`src/rtl/regfile_pkg.sv`:
```
// Shared register-file constants and the helper used by the write-arbiter stats path.
package regfile_pkg;

    localparam int ADDR_W = 5;
    localparam int DATA_W = 32;
    localparam int NUM_REGS = 32;
    localparam logic [4:0] ZERO_REG = 5'd0;

    // True when at least two bits of the (zero-extended) request vector are set.
    function automatic logic popcount_ge2(input logic [7:0] vec);
        logic [3:0] cnt;
        cnt = 4'd0;
        for (int i = 0; i < 8; i++) begin
            cnt = cnt + {3'd0, vec[i]};
        end
        return (cnt >= 4'd2);
    endfunction

endpackage

```
`src/rtl/rr_priority_pick.sv`:
```
// Combinational round-robin picker: first set request at or after ptr, wrapping modulo NREQ.
module rr_priority_pick #(
    parameter int NREQ  = 4,
    parameter int IDX_W = $clog2(NREQ)
) (
    input  logic [NREQ-1:0]  req,
    input  logic [IDX_W-1:0] ptr,
    output logic [NREQ-1:0]  gnt,
    output logic [IDX_W-1:0] gnt_idx,
    output logic             any
);

    // Walk the requests starting at ptr; the first hit wins, later hits are masked by any.
    always_comb begin
        int  idx_v;
        logic hit_s;
        gnt     = {NREQ{1'b0}};
        gnt_idx = {IDX_W{1'b0}};
        any     = 1'b0;
        for (int k = 0; k < NREQ; k++) begin
            idx_v = int'(ptr) + k;
            idx_v = (idx_v >= NREQ) ? (idx_v - NREQ) : idx_v;
            hit_s = ~any & req[idx_v];
            gnt[idx_v] = gnt[idx_v] | hit_s;
            gnt_idx = hit_s ? IDX_W'(idx_v) : gnt_idx;
            any = any | hit_s;
        end
    end

endmodule

```
`src/rtl/regfile_wr_arbiter.sv`:
```
// Round-robin arbiter sharing the register-file write port; r0 writes are accepted but dropped.
// Optional conflict statistics counter is built when RFWA_STATS_EN is defined.
module regfile_wr_arbiter
    import regfile_pkg::*;
#(
    parameter int NREQ   = 4,
    parameter int ADDR_W = regfile_pkg::ADDR_W,
    parameter int DATA_W = regfile_pkg::DATA_W
) (
    input  logic                     clock,
    input  logic                     reset,
    input  logic [NREQ-1:0]          req_valid,
    output logic [NREQ-1:0]          req_ready,
    input  logic [NREQ*ADDR_W-1:0]   req_addr,
    input  logic [NREQ*DATA_W-1:0]   req_data,
    input  logic                     rf_stall,
    output logic                     rf_we,
    output logic [ADDR_W-1:0]        rf_waddr,
    output logic [DATA_W-1:0]        rf_wdata
`ifdef RFWA_STATS_EN
    ,
    output logic [15:0]              conflict_cnt
`endif
);

    localparam int IDX_W = $clog2(NREQ);

    logic [IDX_W-1:0]  rr_ptr_r;
    logic [NREQ-1:0]   gnt_s;
    logic [IDX_W-1:0]  gnt_idx_s;
    logic              any_s;
    logic              accept_s;
    logic [IDX_W-1:0]  ptr_next_s;
    logic [ADDR_W-1:0] sel_addr_s;
    logic [DATA_W-1:0] sel_data_s;
    logic              rf_we_r;
    logic [ADDR_W-1:0] rf_waddr_r;
    logic [DATA_W-1:0] rf_wdata_r;

    rr_priority_pick #(
        .NREQ  (NREQ),
        .IDX_W (IDX_W)
    ) u_pick (
        .req     (req_valid),
        .ptr     (rr_ptr_r),
        .gnt     (gnt_s),
        .gnt_idx (gnt_idx_s),
        .any     (any_s)
    );

    // Grant gating and winner selection from the flattened request buses.
    always_comb begin
        if (reset || rf_stall) begin
            req_ready = {NREQ{1'b0}};
            accept_s  = 1'b0;
        end else begin
            req_ready = gnt_s;
            accept_s  = any_s;
        end
        ptr_next_s = (gnt_idx_s == IDX_W'(NREQ - 1)) ? {IDX_W{1'b0}} : (gnt_idx_s + {{(IDX_W-1){1'b0}}, 1'b1});
        sel_addr_s = req_addr[int'(gnt_idx_s)*ADDR_W +: ADDR_W];
        sel_data_s = req_data[int'(gnt_idx_s)*DATA_W +: DATA_W];
    end

    // Pointer advance and write-port register; address/data hold when nothing is accepted.
    always_ff @(posedge clock or posedge reset) begin
        if (reset) begin
            rr_ptr_r   <= {IDX_W{1'b0}};
            rf_we_r    <= 1'b0;
            rf_waddr_r <= {ADDR_W{1'b0}};
            rf_wdata_r <= {DATA_W{1'b0}};
        end else if (accept_s) begin
            rr_ptr_r   <= ptr_next_s;
            rf_we_r    <= (sel_addr_s != ADDR_W'(ZERO_REG));
            rf_waddr_r <= sel_addr_s;
            rf_wdata_r <= sel_data_s;
        end else begin
            rf_we_r    <= 1'b0;
        end
    end

    assign rf_we    = rf_we_r;
    assign rf_waddr = rf_waddr_r;
    assign rf_wdata = rf_wdata_r;

`ifdef RFWA_STATS_EN
    logic [15:0] conflict_cnt_r;

    // Saturating count of unstalled cycles with competing requesters.
    always_ff @(posedge clock or posedge reset) begin
        if (reset) begin
            conflict_cnt_r <= 16'd0;
        end else if (!rf_stall && popcount_ge2(8'(req_valid)) && (conflict_cnt_r != 16'hFFFF)) begin
            conflict_cnt_r <= conflict_cnt_r + 16'd1;
        end else begin
            conflict_cnt_r <= conflict_cnt_r;
        end
    end

    assign conflict_cnt = conflict_cnt_r;
`endif

endmodule

```
`config.mk`:
```
export PLATFORM = sky130hd
export DESIGN_NAME = regfile_wr_arbiter
export DESIGN_NICKNAME = d
export VERILOG_FILES = /design/src/rtl/regfile_pkg.sv /design/src/rtl/rr_priority_pick.sv /design/src/rtl/regfile_wr_arbiter.sv
export SDC_FILE = /design/constraint.sdc
export NUM_CORES = 1
export LEC_CHECK = 0
export ABC_CLOCK_PERIOD_IN_PS = 8400
export CAP_MARGIN = 0
export CORE_ASPECT_RATIO = 1.2
export CORE_MARGIN = 8
export CORE_UTILIZATION = 41
export CTS_CLUSTER_SIZE = 40
export DETAILED_ROUTE_END_ITERATION = 10
export PLACE_DENSITY = 0.87
export SETUP_SLACK_MARGIN = 0.3
export SLEW_MARGIN = 20
export SYNTH_ARGS = -nofsm -noshare
export SYNTH_HDL_FRONTEND = slang
export SYNTH_SLANG_ARGS = --single-unit
```
`constraint.sdc`:
```
create_clock -name clock -period 8.4 [get_ports clock]
set_clock_uncertainty 0.05 [all_clocks]
set_input_delay 1.68 -clock clock [delete_from_list [all_inputs] [get_ports clock]]
set_output_delay 1.68 -clock clock [all_outputs]
set_load 0.005 [all_outputs]
```
**Yosys cells after proc, flatten, opt, wreduce, memory -nomap -nowiden**

Index checks and enable logic that the tools add are counted.

- Word-level logic and storage cells: 95
- Output and inout bits: 42
- Input bits: 155
- Register bits after elaboration: 40

- Multiply operators: 1
- Shifts and indexed selects: 2
- Bitwise logic cells: 14
- Magnitude comparators: 12
- Add/subtract/negate cells: 8
- Multiplexer cells: 47
- Eq/ne operators: 1
- Reductions and logical operators: 6

Operators with widths:

| cell | number |
|---|---|
| 32-bit by 1-bit greater-or-equal comparator with 1-bit output, second input constant | 4 |
| 32-bit by 4-bit < comparator with 1-bit output, second input constant | 4 |
| 32-bit 2-to-1 mux | 4 |
| 128-bit by 8-bit indexed part select with 32-bit output | 1 |
| 32-bit by 4-bit greater-or-equal comparator with 1-bit output, second input constant | 3 |
| 32-bit by 4-bit subtractor with 32-bit output, second input constant | 3 |
| 1-bit 2-to-1 mux | 22 |
| 20-bit by 6-bit indexed part select with 5-bit output | 1 |
| 1-bit binary-select mux with 2-bit select | 8 |
| 4-bit bitwise mux | 3 |
| 2-bit 2-to-1 mux | 5 |
| 1-bit demux with 2-bit select | 4 |
| 1-bit bitwise OR | 7 |
| 2-bit by 2-bit adder with 3-bit output, second input constant | 2 |
| 2-bit by 3-bit multiplier with 5-bit output, second input constant | 1 |
| 5-bit nonzero test | 1 |
| 4-bit AND | 1 |
| 1-bit logical AND | 4 |
| 4-bit 2-to-1 mux | 1 |
| 2-bit by 3-bit subtractor with 4-bit output, second input constant | 1 |
| 2-bit by 1-bit adder with 3-bit output, second input constant | 1 |
| 1-bit AND | 3 |
| 2-bit by 3-bit greater-or-equal comparator with 1-bit output, second input constant | 1 |
| 1-bit inverter | 3 |
| 3 further kinds | 3 |

**Logic depth before layout (Yosys ltp)**

- Depth after elaboration: 23
- Depth in mapped cells: 14
- Gate-level depth less buffers: 9

**Modules after synthesis**

From an unflattened synthesis, not the netlist that was laid out.

- Cell total of the unflattened synthesis: 237
- Area, all modules: 3,159.3 um^2

By module, submodules not included:

| module | sequential area each (um^2) | instances | area each (um^2) | cells each |
|---|---|---|---|---|
| regfile_wr_arbiter | 1,001.0 | 1 | 2,409.8 | 140 |
| rr_priority_pick | 0.0 | 1 | 749.5 | 97 |

**Least setup slack after synthesis**

OpenSTA, ideal clock, no wires.

- Path type: input to output
- From: input req_valid[3]
- To: output req_ready[0]
- Buffers on the path: 1
- Data required time: 6.670 ns
- Stages: 8
- Setup slack: 3.157 ns
- Arrival time: 3.513 ns
- Cells stage by stage: mux4_2 -> buf_6 -> mux2_4 -> a221o_1 -> nand2_1 -> a21oi_2 -> a211oi_2 -> o31ai_1

- Cells in the longest elaborated chain, start to end: 21
- Elaborated cells on any way between the ends: 38
- Classes of those cells: mux (25); bitwise (13)

Ends and longest elaborated chain:

| what | RTL line | text |
|---|---|---|
| from (decl) | regfile_wr_arbiter.sv:12 | `input logic [NREQ-1:0] req_valid,` |
| 1-bit binary-select mux with 2-bit select | rr_priority_pick.sv:23 | `hit_s = ~any & req[idx_v];` |
| 1-bit 2-to-1 mux (not written as such) (2 in a row) | rr_priority_pick.sv:23 |  |
| 1-bit bitwise OR | rr_priority_pick.sv:24 | `gnt[idx_v] = gnt[idx_v] \| hit_s;` |
| 4-bit AND (no line) | - |  |
| 1-bit binary-select mux with 2-bit select | rr_priority_pick.sv:24 |  |
| 1-bit 2-to-1 mux (not written as such) (2 in a row) | rr_priority_pick.sv:24 |  |
| 1-bit bitwise OR | rr_priority_pick.sv:24 |  |
| 4-bit bitwise mux | rr_priority_pick.sv:24 |  |
| 1-bit binary-select mux with 2-bit select | rr_priority_pick.sv:24 |  |
| 1-bit 2-to-1 mux (not written as such) (2 in a row) | rr_priority_pick.sv:24 |  |
| 1-bit bitwise OR | rr_priority_pick.sv:24 |  |
| 4-bit bitwise mux | rr_priority_pick.sv:24 |  |
| 1-bit binary-select mux with 2-bit select | rr_priority_pick.sv:24 |  |
| 1-bit 2-to-1 mux (not written as such) (2 in a row) | rr_priority_pick.sv:24 |  |
| 1-bit bitwise OR | rr_priority_pick.sv:24 |  |
| 4-bit bitwise mux * | rr_priority_pick.sv:24 |  |
| 4-bit 2-to-1 mux * | regfile_wr_arbiter.sv:53 | `if (reset \|\| rf_stall) begin` |
| to (decl) | regfile_wr_arbiter.sv:13 | `output logic [NREQ-1:0] req_ready,` |

Every way passes the cells marked *; elsewhere a longest branch is shown, timed or not. The select of a mux whose other input is x is not followed.

**Worst setup path in the final report**

- From: input req_valid[3]
- To: output req_ready[3]

Same word-level chain as after synthesis.

==> impl_metrics.csv <==
group,metric,value,unit
synth,syn-cell-area,3290,um2
critical_path,cp_slowest_stage_delay,0.66,ns
critical_path,crit_chain,"clkdlybuf4s50_1 -> mux4_2 -> mux2_4 -> a221o_1 -> nand2_1 -> a21oi_2 -> a211oi_2 -> o31ai_1 -> clkdlybuf4s50_1",
drt,drc,0,
sta,tns,0,ns
clock_network,clk_pin_slew,0.07,ns
critical_path,crit_buf_inv,2,
clock_network,post_cts_buffers,0,
sta,period_share,0.766,
floorplanning,core_area,7970,um2
critical_path,cp_max_fo,11,
drt,wirelength,10.7,mm
global_route,met2_usage,0.369,
critical_path,worstPathArrival,4.70,ns
global_route,use_met1,0.186,
sta,max_freq,0.155,GHz
sta,rsz0062_at_grt,"no",
critical_path,worstPathRequired,6.67,ns
synth,synth_top_flop_cell,"dfrtp_1",
flow_run,cap_violations,0,
drt,drt-vias-per-instance,5.19,
layout,final_cell_mix,"clkdlybuf4s50_1, nand2_1, o21ai_0, mux2i_1, dfrtp_1",
hold_path,hold_path_class,"flip-flop to flip-flop",
floorplanning,die_h,114,um
clock_network,cts.sinks,40,
sta,finalCriticalPeriod,6.43,ns
pwr,total_power,0.00172,W
floorplanning,initial_core_util,0.413,
layout,synthToLayoutAreaGrowth,63.4,%
critical_path,critical_path.top_delay_family,"multiplexers",
synth,avgSynthCellArea,8.70,um2
global_route,antenna_found_initial,0,
pwr,cellPowerDensity,321,nW/um2
critical_path,startpoint_type,"input pin",
clock_network,h-tree-depth,2,
synth,ys_warn_count,0,
clock_network,cts-hold-fix-buffers,0,
synth,synthCells,378,
critical_path,cp_slowest_cell,"mux4_2",
drt,wl_per_cell,16.5,um
global_route,grt-busiest-layer,"met2",
synth,ys_seq_elements,40,
sta,slew_headroom,0.448,
sta,finalHoldViolCount,0,
clock_network,cts_resized,0,
sta,finalSetupViolations,0,
pwr,p_leak,2.24,nW
floorplanning,fp.dieW,97.8,um
layout,insertedDiodeCount,0,
placed_design,routabilityCongestion,0.912,
synth,synth-edff-count,0,
placed_design,portBuffers,196,
clock_network,ctsLongestPathBuffers,2,
clock_network,clock_latency,0.28,ns
layout,drive_above_1_share,0.119,
synth,synthArstFlopShare,1.00,
floorplanning,pin_count,197,
outcome,outcome,"complete, no violations",
synth,syn-num-nets,537,
synth,yosys.cell_types.count,45,
placed_design,dp_hpwl,8.83,mm
layout,layout_commonest_cell,"clkdlybuf4s50_1",
drt,dr.pass1.iters,4,
drt,drt_iter0_markers,75,
sta,slew_viol_final,0,
floorplanning,rows,36,
drt,postRouteAntennaNets,0,
clock_network,cts_tree,"built",
drt,vias,3381,
critical_path,cp_common_cell,"clkdlybuf4s50_1",
sta,worst_pin_slew,0.827,ns
global_route,grt_pass1_vias,3647,
clock_network,ctsRootBufferMaster,"clkbuf_8",
pwr,peakVddDrop,0.000196,V
critical_path,crit_path_end_kind,"primary output",
layout,fin_nets,715,
global_route,grt_overflow,0,
synth,ys_seq_area_frac,0.304,
global_route,grt_start_max_net_pins,77,
critical_path,crit_type,"input pin to primary output",
clock_network,numCtsBuffers,5,
global_route,grt_pass1_wl,17.3,mm
layout,post-route-util,0.674,
floorplanning,dieArea,11200,um2
global_route,grt_use_total,0.190,
global_route,grt.met3_usage,0.0639,
[worst min-delay path: cells and delay by family (launching register included)]
family	cells	cell delay (ns)
AO/OA/AOI/OAI	1	0.06
flip-flops	1	0.34
AND/OR/NAND/NOR	1	0.04
[layer usage]
metal | vias to the layer above | wire length, um | part of all wire
met5 | - | 0 | 0
met4 | 0 | 157 | 0.015
met3 | 10 | 839 | 0.078
met2 | 133 | 5870 | 0.55
met1 | 1538 | 3850 | 0.36
li1 | 1700 | - | -
[worst paths after layout]
kind / to / cells after the start / slack [ns] / from
setup / recovery: req_ready[3] / 9 / 1.97 / req_valid[3]
setup reg to reg: rf_we$_DFF_PP0_ / 10 / 4.09 / rr_ptr_r[0]$_DFFE_PP0P_
max in group asynchronous: rf_wdata[23]$_DFFE_PP0P_ / 2 / 5.92 / reset
hold reg to reg: rf_wdata[10]$_DFFE_PP0P_ / 2 / 0.43 / rf_wdata[10]$_DFFE_PP0P_
hold / removal: rf_wdata[10]$_DFFE_PP0P_ / 2 / 0.43 / rf_wdata[10]$_DFFE_PP0P_
min in group asynchronous: rf_wdata[17]$_DFFE_PP0P_ / 2 / 1.86 / reset
[layout make-up]
type,instances,area [um2]
clock buffers,7,96.3
fillers,681,2600
inverters,9,33.8
multi-input cells,300,2130
flip-flops and latches,40,1000
well taps,95,119
repair buffers,200,1990
[metrics by stage]
step           cells  instance area, um2  hold WS [ns]  setup slack [ns]
2_1_floorplan    378                3290         0.423              3.16
3_3_place_gp     644                5280         0.410              2.10
3_5_place_dp     644                5280         0.419              1.99
4_1_cts          651                5370         0.436              1.98
5_1_grt          651                5370         0.466              1.83
6_report         651                5370         0.430              1.97
[logic make-up (layout without fill, tap and decap cells)]
| group | Yosys count | count (layout) | share of synthesized area |
|---|---|---|---|
| AND/OR/NAND/NOR | 106 | 106 | 0.137 |
| AO/OA/AOI/OAI | 102 | 102 | 0.184 |
| XOR/XNOR | 1 | 1 | 0.00266 |
| multiplexers | 87 | 87 | 0.301 |
| flip-flops | 40 | 40 | 0.304 |
| adder cells (fa/ha/maj) | 4 | 4 | 0.0152 |
| buffers and inverters | 38 | 216 | 0.0551 |
[flip-flops by register name, summed over array words and instances (netlist names)]
| register | cells |
|---|---|
| rf_waddr | 5 |
| rf_wdata | 32 |
| rr_ptr_r | 2 |
| rf_we | 1 |
[synthesized netlist by cell type, drive strengths merged, types with 4 or more instances]
cell type	n	area share
a21oi	6	0.010
dfrtp	40	0.30
clkbuf	15	0.017
o31ai	4	0.0091
mux2	39	0.13
mux2i	43	0.13
nand2	79	0.090
inv	9	0.010
o21ai	74	0.11
nor2	10	0.011
mux4	5	0.035
buf	14	0.027
nor2b	5	0.0095
a211oi	4	0.012
ha	4	0.015
[report_power, final]
part	switching [W]	leakage [nW]	internal (W)	total, W
registers	0.0000672	0.489	0.000286	0.000353
logic	0.000612	1.71	0.000627	0.00124
clock network	0.0000600	0.0503	0.0000731	0.000133
Note: power is estimated with default switching activity, not from simulation.
==> edit 1 (config.mk and constraints unchanged) <==
`ZERO_REG`: 5'd0 -> 5'd1.
--- a/src/rtl/regfile_pkg.sv
+++ b/src/rtl/regfile_pkg.sv
@@ -5,5 +5,5 @@
     localparam int DATA_W = 32;
     localparam int NUM_REGS = 32;
-    localparam logic [4:0] ZERO_REG = 5'd0;
+    localparam logic [4:0] ZERO_REG = 5'd1;
 
     // True when at least two bits of the (zero-extended) request vector are set.
Check against the original RTL: not equivalent (a bounded check fails within 4 cycles, from zero or initial values and one cycle with reset high).
==> edit 1 against the original RTL <==
Non-clock buffer count unchanged; design area up 1.2%; power down 1.8%; fmax down 4.7%; sequential cell count unchanged; critical endpoint is now req_ready[2]; sequential share of layout area down 0.21 points; first-iteration DRC count rose to 4.2 times the old value; synthesized cell count up 38%; area after synthesis up 3.4%; worst setup slack worse by 0.32 ns; wire length up 22%; critical path type unchanged; cell count up 20%.
==> edit 1: results (changes against the original RTL) <==
total track usage=21.85% (+2.8 points); DR iter-0 viols=312 (+320%); met3 Track Usage GR=9.014% (+2.6 points); placed insts=771 (+20%); compound-gate portion of the synthesized area=22.69% (+4.2 points); nets=842 (+18%); share of layout cells above drive strength 1=3.509% (-8.4 points); met1 WL=4.682 mm (+22%); first-pass GRT wire length=20.24 mm (+17%); Synth area leaders=dfrtp_1 (29%), nand2_1 (24%), o21ai_0 (11%); Detail Placement HPWL=10.34 mm (+17%); vias per cell=5.465 (+5.2%); post-synthesis mux area share=3.862% (-26 points); Slew @ Worst Pin=0.7917 ns (-0.03565 ns); Fillers=672 (-1.3%); Worst path top cell family by delay=compound AO/OA/AOI/OAI gates; top cells by count, synth=nand2_1 (222), o21ai_0 (75), dfrtp_1 (40); met1 usage=22.77% (+4.2 points); XOR/XNOR share of the synthesized area=0.2574% (-0.0088 points); DR WL/cell=16.79 um (+2.0%); Synth Area in Adders=1.471% (-0.050 points); status=completed; grt met2 use=39.71% (+2.8 points); DR WL met3=1.502 mm (+79%); crit path DAT=5.02 ns (+0.32 ns); Largest register FFs=32 (unchanged); Final GP Congestion=0.9611 (+5.3%); Detailed Routing Iterations Pass 1=5 (+1)
## edit 1: cell count changes after synthesis, sizes merged, moves of 5 or more
cell | before | now
mux2i | 43 | 4
a31oi | 1 | 7
nand2 | 79 | 222
mux2 | 39 | 1
buf | 14 | 19
a2111oi | 0 | 5
nand3 | 2 | 37
clkbuf | 15 | 25
## edit 1: kinds of logic after synthesis
group	count (synthesis)
AND/OR/NAND/NOR	289
AO/OA/AOI/OAI	125
buffers and inverters	53
flip-flops	40
multiplexers	8
adder cells (fa/ha/maj)	4
XOR/XNOR	1
## edit 1: path summary, 6_finish.rpt
path / slack (ns) / end / from
worst max-delay path: 1.65 / req_ready[2] / req_valid[0]
worst min-delay path: 0.43 / rf_waddr[1]$_DFFE_PP0P_ / rf_waddr[1]$_DFFE_PP0P_
worst max register to register: 4.13 / rf_we$_DFF_PP0_ / rr_ptr_r[0]$_DFFE_PP0P_
worst min register to register: 0.43 / rf_waddr[1]$_DFFE_PP0P_ / rf_waddr[1]$_DFFE_PP0P_
max in group asynchronous: 6.13 / rf_wdata[30]$_DFFE_PP0P_ / reset
min in group asynchronous: 1.81 / rf_wdata[7]$_DFFE_PP0P_ / reset
## edit 1: cell type report
cell class	count	area (um2)	share of cell area (%)
Clock buffer	8	90.09	1.657
Inverter	9	33.78	0.6214
Multi-Input combinational cell	427	2181	40.12
Sequential cell	40	1001	18.41
Tap cell	95	118.9	2.186
Timing Repair Buffer	200	2012	37.01
## edit 1: stage by stage
step	hold slack, ns	area (um2)	setup slack (ns)
finish	0.4307	5436	1.651
global route	0.4431	5436	1.552
CTS	0.4349	5429	1.693
detailed placement	0.4178	5339	1.710
global placement	0.4110	5311	1.855
floorplan	0.4226	3402	3.185
## edit 1: where the power goes
group	switching, mW	internal, mW
clock network	0.0628	0.0670
registers	0.0670	0.283
logic	0.676	0.538
==> edit 2 (config.mk and constraints unchanged) <==
Without the edit above. Change the package constant `ADDR_W` from 5 to 6.
--- a/src/rtl/regfile_pkg.sv
+++ b/src/rtl/regfile_pkg.sv
@@ -2,5 +2,5 @@
 package regfile_pkg;
 
-    localparam int ADDR_W = 5;
+    localparam int ADDR_W = 6;
     localparam int DATA_W = 32;
     localparam int NUM_REGS = 32;
Interface: changed (resized req_addr and rf_waddr); port bits go from 197 to 202. The function was not compared with the original's and may differ.
==> edit 2 against the original RTL <==
Die area increased by 6.2%; sequential cell count increased by 1; wire length increased by 15%; worst setup slack got worse by 0.35 ns; first-iteration DRC count increased by 48%; design area increased by 6.2%; largest power group unchanged; combinational power increased by 3%; fmax decreased by 5.2%; count of clock-buffer cells in the layout decreased by 2; area after synthesis increased by 7.3%; clock power increased by 44%; power increased by 5.8%.
==> edit 2: results (changes against the original RTL) <==
Synth area leaders=dfrtp_1 (29%), mux2i_1 (12%), mux2_2 (12%); total track usage=20.50% (+1.5 points); met3 Track Usage GR=6.746% (+0.36 points); Detail Placement HPWL=9.803 mm (+11%); Seq/Total Area, Yosys=29.07% (-1.4 points); Post-Place Setup Slack=1.650 ns (-0.3404 ns); first-pass GRT wire length=19.73 mm (+14%); final hold slack=0.4303 ns (+0.0001050 ns); leak pwr=2.294 nW (+2.2%); Final GP Congestion=0.8825 (-3.3%); vias per cell=5.303 (+2.1%); hold path startpoint=rf_wdata[17]$_DFFE_PP0P_; DR WL/cell=17.25 um (+4.8%); Worst R2R Setup Slack=3.65 ns (-0.44 ns); met1 usage=20.99% (+2.4 points); Worst path top cell family by delay=buffers and inverters; share of layout cells above drive strength 1=10.67% (-1.2 points); top cells by count, synth=nand2_1 (52), nor2_1 (48), a21oi_1 (46); via count=3802 (+12%); Hold Crit Endpoint=rf_wdata[17]$_DFFE_PP0P_; Switch Pwr=0.7839 mW (+6.1%); syn nets=590 (+9.9%); grt met2 use=37.84% (+0.95 points); Crit path largest cell delay=0.69 ns (+0.03 ns); nets=762 (+6.6%); Syn Inst Count=427 (+13%); status=completed; ant diodes=0 (unchanged); count of different cell masters after synthesis=51 (+13%); crit-path max FO=12 (+1); IO buf count=201 (+2.6%); Peak VDD IR=0.1898 mV (-3.1%); vias in the first global route=3965 (+8.7%)
-- edit 2: per-stage QoR --
| stage | total power [mW] | instance area [um2] | utilization, % |
|---|---|---|---|
| 5_1_grt | 1.964 | 5708 | 67.38 |
| 6_report | 1.825 | 5708 | 67.38 |
| 3_5_place_dp | 1.636 | 5567 | 65.71 |
| 3_3_place_gp | 1.602 | 5567 | 65.71 |
| 2_1_floorplan | 1.190 | 3530 | - |
| 4_1_cts | 1.833 | 5704 | 67.33 |
-- edit 2: area by class of cell --
cell class,count,area [um2]
fillers,698,2764
multi-input cells,343,2345
clock buffers,5,68.82
inverters,4,15.01
repair buffers,204,2038
clock inverters,3,68.82
well taps,117,146.4
flip-flops and latches,41,1026
-- edit 2: worst max path at each step --
stage / startpoint / to / slack [ns] / cells after the start
4_1_cts: req_valid[3] / req_ready[0] / 1.64 / 9
3_5_place_dp: req_valid[3] / req_ready[0] / 1.65 / 9
5_1_grt: rr_ptr_r[0]$_DFFE_PP0P_ / req_ready[3] / 1.38 / 10
3_3_place_gp: req_valid[3] / req_ready[2] / 1.73 / 9
2_1_floorplan: req_valid[2] / req_ready[0] / 2.97 / 8
6_report: req_valid[3] / req_ready[3] / 1.61 / 9
-- edit 2: cell families (layout without fill, tap and decap cells) --
kind of cell | after synthesis | after routing | synth area share, %
simple gates | 125 | 125 | 15.56
xor+xnor | 1 | 1 | 0.2482
flops | 41 | 41 | 29.07
fa+ha+maj | 4 | 4 | 1.418
mux | 86 | 86 | 26.94
buf+inv | 43 | 216 | 5.601
compound gates | 127 | 127 | 21.16
-- edit 2: routing by layer --
metal / wire length, um / vias up
met5: 0 / -
met1: 4403 / 1748
met3: 1079 / 14
met2: 6669 / 167
li1: - / 1873
met4: 219 / 0
